$ cat config.mk
export PLATFORM = sky130hd
export DESIGN_NAME = stoch_bitstream_decoder
export DESIGN_NICKNAME = d
export VERILOG_FILES = /design/src/rtl/stoch_bitstream_decoder.sv
export SDC_FILE = /design/constraint.sdc
export NUM_CORES = 1
export LEC_CHECK = 0
export ABC_CLOCK_PERIOD_IN_PS = 2000
export CAP_MARGIN = 20
export CORE_ASPECT_RATIO = 0.75
export CORE_UTILIZATION = 51
export DETAILED_ROUTE_END_ITERATION = 12
export GPL_ROUTABILITY_DRIVEN = 0
export HOLD_SLACK_MARGIN = 0.15
export PLACE_DENSITY = 0.7
export SETUP_SLACK_MARGIN = 0.1
export SYNTH_ARGS = -nofsm -noshare
export SYNTH_HDL_FRONTEND = slang
export SYNTH_SLANG_ARGS = --single-unit
$ cat constraint.sdc
create_clock -name clk -period 2 [get_ports clk]
set_clock_uncertainty 0.2 [all_clocks]
set_input_delay 0.5 -clock clk [delete_from_list [all_inputs] [get_ports clk]]
set_output_delay 0.5 -clock clk [all_outputs]
set_load 0.05 [all_outputs]
$ cat src/rtl/stoch_bitstream_decoder.sv
// Stochastic-to-binary decoder: counts the 1s in a unipolar bitstream over a
// window of WINDOW valid samples and publishes the count with a one-cycle done pulse.
module stoch_bitstream_decoder #(
    parameter int WL     = 8,
    parameter int WINDOW = (1 << WL) - 1
) (
    input  logic          clk,
    input  logic          rst_b,
    input  logic          start,
    input  logic          clear,
    input  logic          bit_in,
    input  logic          bit_valid,
    output logic          busy,
    output logic          done,
    output logic [WL-1:0] result
);

    localparam logic [1:0] S_IDLE  = 2'd0;
    localparam logic [1:0] S_COUNT = 2'd1;
    localparam logic [1:0] S_DONE  = 2'd2;

    // Index of the final sample in the window; samp_q counts accepted samples from 0.
    localparam logic [WL-1:0] LAST_IDX = WL'(WINDOW - 1);

    logic [1:0]    state_q,  state_d;
    logic [WL-1:0] ones_q,   ones_d;
    logic [WL-1:0] samp_q,   samp_d;
    logic [WL-1:0] result_q, result_d;
    logic [WL-1:0] ones_inc;

    assign ones_inc = ones_q + WL'(bit_in);

    always_comb begin
        state_d  = state_q;
        ones_d   = ones_q;
        samp_d   = samp_q;
        result_d = result_q;

        case (state_q)
            S_IDLE: begin
                if (start) begin
                    state_d = S_COUNT;
                    ones_d  = '0;
                    samp_d  = '0;
                end
            end
            S_COUNT: begin
                if (bit_valid) begin
                    ones_d = ones_inc;
                    samp_d = samp_q + WL'(1);
                    if (samp_q == LAST_IDX) begin
                        state_d  = S_DONE;
                        result_d = ones_inc;
                    end
                end
            end
            S_DONE: begin
                state_d = S_IDLE;
            end
            default: begin
                state_d = S_IDLE;
                ones_d  = '0;
                samp_d  = '0;
            end
        endcase

        // Abort wins over everything else but leaves the last published result intact.
        if (clear) begin
            state_d  = S_IDLE;
            ones_d   = '0;
            samp_d   = '0;
            result_d = result_q;
        end
    end

    always_ff @(posedge clk or negedge rst_b) begin
        if (!rst_b) begin
            state_q  <= S_IDLE;
            ones_q   <= '0;
            samp_q   <= '0;
            result_q <= '0;
        end else begin
            state_q  <= state_d;
            ones_q   <= ones_d;
            samp_q   <= samp_d;
            result_q <= result_d;
        end
    end

    assign busy   = (state_q == S_COUNT);
    assign done   = (state_q == S_DONE);
    assign result = result_q;

endmodule

# Word level (Yosys, flattened, before mapping)
# Index checks and enable logic that the tools add are counted.
# word_totals
inputBits	6
reg_bits	26
output_inout_bits	10
# op_classes
n_mux	12
n_addsub	2
bitwise	1
n_reduce_logical	4
eq_ne	7
# ops
cell	n
8-bit one-hot mux with 3 select lines	2
8-bit two-way mux	5
8-bit by 1-bit adder with 8-bit output	1
8-bit by 1-bit adder with 8-bit output (second input constant)	1
8-bit == test (second input constant)	1
2-bit two-way mux	4
3-bit != test (second input constant)	2
3-bit AND reduction	2
2-bit one-hot mux with 2 select lines	1
4-bit AND reduction	1
3-bit by 2-bit != test with 1-bit output (second input constant)	1
2-bit by 1-bit == test with 1-bit output (second input constant)	1
2-bit == test (second input constant)	1
2-bit zero test	1
2-bit != test (second input constant)	1
1-bit NOT	1

# Depth between registers and ports, before layout
# logic_depth
depth_word	5
ltp_mapped	8
depth_no_buf	6

# Worst setup path after synthesis
# OpenSTA, ideal clock, no wires.
# synth_path
path_type	input port to flip-flop
start	input bit_in
end	register result_q[6], in the netlist result[6]
slack_ps	65
arrival_time_ps	1608
cell_stages	6
path_cell_list	ha_1 > ha_1 > and3_1 > nand3_1 > xnor2_1 > mux2_1
# synth_via
elab_chain_cells	1
# synth_rtl
item	line	text
start, declared	11	input logic bit_in,
8-bit by 1-bit adder with 8-bit output	31	assign ones_inc = ones_q + WL'(bit_in);
end signal, assigned	86	result_q <= result_d;
end, declared	28	logic [WL-1:0] result_q, result_d;
# No other way between the ends.
# A chain may end at the register's enable or synchronous reset.

# Worst setup path after layout
# layout_path
start	input bit_valid
end	register result_q[0], in the netlist result[0]
# layout_via
elab_chain_cells	1
# layout_rtl
item	line	text
start, declared	12	input logic bit_valid,
4-bit AND reduction (no source line)	-	
# No other way between the ends.

==> results.yml <==
cts:
  clockBufferDepth: 2
  cts_root_buf: "clkbuf_8"
  cts_buffers: 3
  path_clk_slew_ns: 0.09
  h-tree-depth: 1
  cts_tree: "yes"
  holdBufCountCts: 0
  clk_latency_ns: 0.27
  clock_sinks: 26
worst_setup_path:
  worst_setup_path_start_kind: "input pin"
  worstPathMaxFanout: 5
  cp-startpoint: "bit_valid"
  cp.arrival_ns: 1.85
  crit-reg2reg-launch: "ones_q[0]"
  cp.required_ns: 1.96
  path_class: "input pin to flip-flop"
  worst_setup_path_end_kind: "flip-flop"
cells_and_area:
  final_cell_mix: "buf_4 (27), dfrtp_1 (25), nand2_1 (9)"
  final_area_um2: 1880
  finalNetCount: 181
  areaGrowthSynthToFinish_pct: 32.4
  final_common_cell: "buf_4"
  final_layout_size_suffix_gt1_share_pct: 34.7
  antenna_cells: 0
synthesis:
  synth_cells: 137
  ys_async_sr_fraction_pct: 100
  syn_area_um2: 1420
  synthFlopType: "dfrtp_1"
  netlist.area_leader.share_pct: 45.9
  synth_warnings: 0
  syn_avg_cell_area_um2: 10.3
  synth_top_area_cell: "dfrtp_1"
  synth-seq-cells: 26
  synth.distinct_cells: 38
  synth_edf_count: 0
  syn_nets: 147
  ys_seq_area_share_pct: 45.9
  ys_top_cells_by_area: "dfrtp_1 (46%), mux2i_1 (4.2%), xnor2_1 (3.7%)"
sta:
  fmax_mhz: 529
  relSlewSlack_pct: 77.5
  tightest_slew_ns: 0.337
  slew_viol_final: 0
  hold_viol: 0
  period_share_pct: 94.5
  layout_setup_ws_ns: 0.110
  rsz0062_at_grt: "true"
  final-setup-viol-count: 0
  fin_crit_ns: 1.89
pwr:
  p_leak_nw: 0.852
  netSwitchingFraction_pct: 23.4
  clkPwrFrac_pct: 34.5
  p_comb_share_pct: 11.6
  pwr-share-seq_pct: 54.0
  p_per_area_nw_per_um2: 526
  totalPowerFinal_mw: 0.987
  power.internal_mw: 0.756
  switchingPower_mw: 0.231
  ir_worst_vdd_mv: 0.435
routing:
  via_count: 1127
  ant_nets: 0
  avgRoutedWirePerCell_um: 14.3
  via_per_inst: 5.47
  drtPass1Iterations: 4
  remaining_drc_errors: 0
  drt_wl_total_um: 2950
  first_iter_violations: 36
job:
  maxCapViolations: 0
run_status:
  status: "complete, no violations"
place:
  place_area_um2: 1700
  dp_hpwl_um: 2030
  numPortBuffers: 15
  dp_slack_ns: -0.358
grt:
  grt_pass1_wl_um: 4730
  grtUsageMet1_pct: 28.2
  antenna_found_initial: 0
  grt_start_max_net_pins: 27
  grt_pass1_vias: 1007
  top_usage_layer: "met2"
  grtUsageTotal_pct: 21.5
  grt_overflow: 0
  grtUsageMet2_pct: 36.8
  grt_use_met3_pct: 5.24
floorplanning:
  ios: 16
  core_area_um2: 2620
  dieHeight_um: 47.7
  rows: 16
  die_area_um2: 3000
  start_util_pct: 54.1
  die_x_um: 62.9
hold_path:
  hold_class: "flip-flop to flip-flop"
  worstHoldStart: "result[1]"
## path summary, 6_finish.rpt
kind	endpoint	slack, ns	cells after the start
setup / recovery	result[0]	0.11	4
hold reg to reg	result[1]	0.30	1
max in group asynchronous	state_q[1]	0.95	2
setup reg to reg	result[6]	0.26	6
hold / removal	result[1]	0.30	1
min in group asynchronous	samp_q[5]	0.38	2
## registers in the layout (all words and copies together) (netlist names)
signal   cells
ones_q       8
state_q      2
result       8
samp_q       8
## area by class of cell
type                            count  area [µm²]
Clock buffer                        4        55.1
Fill cell                         193         746
Inverter                            6        22.5
Multi-Input combinational cell     98         763
Sequential cell                    26         652
Tap cell                           36        45.0
Timing Repair Buffer               36         339
## synth_stat cells (all sizes together) (3+ instances only)
library cell	number
a211oi	3
a21oi	11
a22o	5
and3	5
buf	6
dfrtp	26
ha	4
inv	5
mux2	3
mux2i	6
nand2	9
nand2b	6
nand3	6
nor2	12
o22ai	4
xnor2	6
## stage by stage
step / hold WS [ns] / setup TNS [ns] / utilization [%] / instances
after CTS: 0.302 / 0 / 69.0 / 204
after detailed placement: 0.280 / -4.35 / 64.9 / 199
after global placement: 0.273 / -4.03 / 64.9 / 199
after floorplan: 0.00441 / 0 / - / 137
final: 0.297 / 0 / 71.6 / 206
after global routing: 0.321 / 0 / 71.6 / 206
## critical path, stage by stage
cell,delay (ns)
clkdlybuf4s50_1,0.50
and4bb_4,0.25
and3_4,0.27
mux2_1,0.33
## power by group through the flow
stage                     clock network (mW)  logic (mW)  registers (mW)
after global placement                     0       0.106           0.543
after global routing                   0.369       0.126           0.533
after detailed placement                   0       0.109           0.543
final                                  0.340       0.114           0.533
after floorplan                            0      0.0535           0.541
after CTS                              0.352       0.110           0.532
## cell families after synthesis
logic type	after synthesis	synth area share [%]
AO/OA/AOI/OAI	30	15.4
XOR/XNOR	6	3.71
adder cells (fa/ha/maj)	4	3.53
buffers and inverters	13	5.29
flip-flops	26	45.9
multiplexers	9	6.62
AND/OR/NAND/NOR	49	19.5
## per-layer routing
| layer | routed length (µm) | part of all wire (%) |
|---|---|---|
| met1 | 1460 | 49 |
| met2 | 1360 | 46 |
| met3 | 119 | 4.0 |
| met4 | 12 | 0.41 |
| met5 | 0 | 0 |
## repair_timing
action,in CTS,in global routing
buffers inserted,1,1
pin swaps,2,1
gates resized for setup,12,9
cloned,0,1
endpoints found under the setup margin,14,18
No activity file was read; power rests on OpenSTA's default activity.
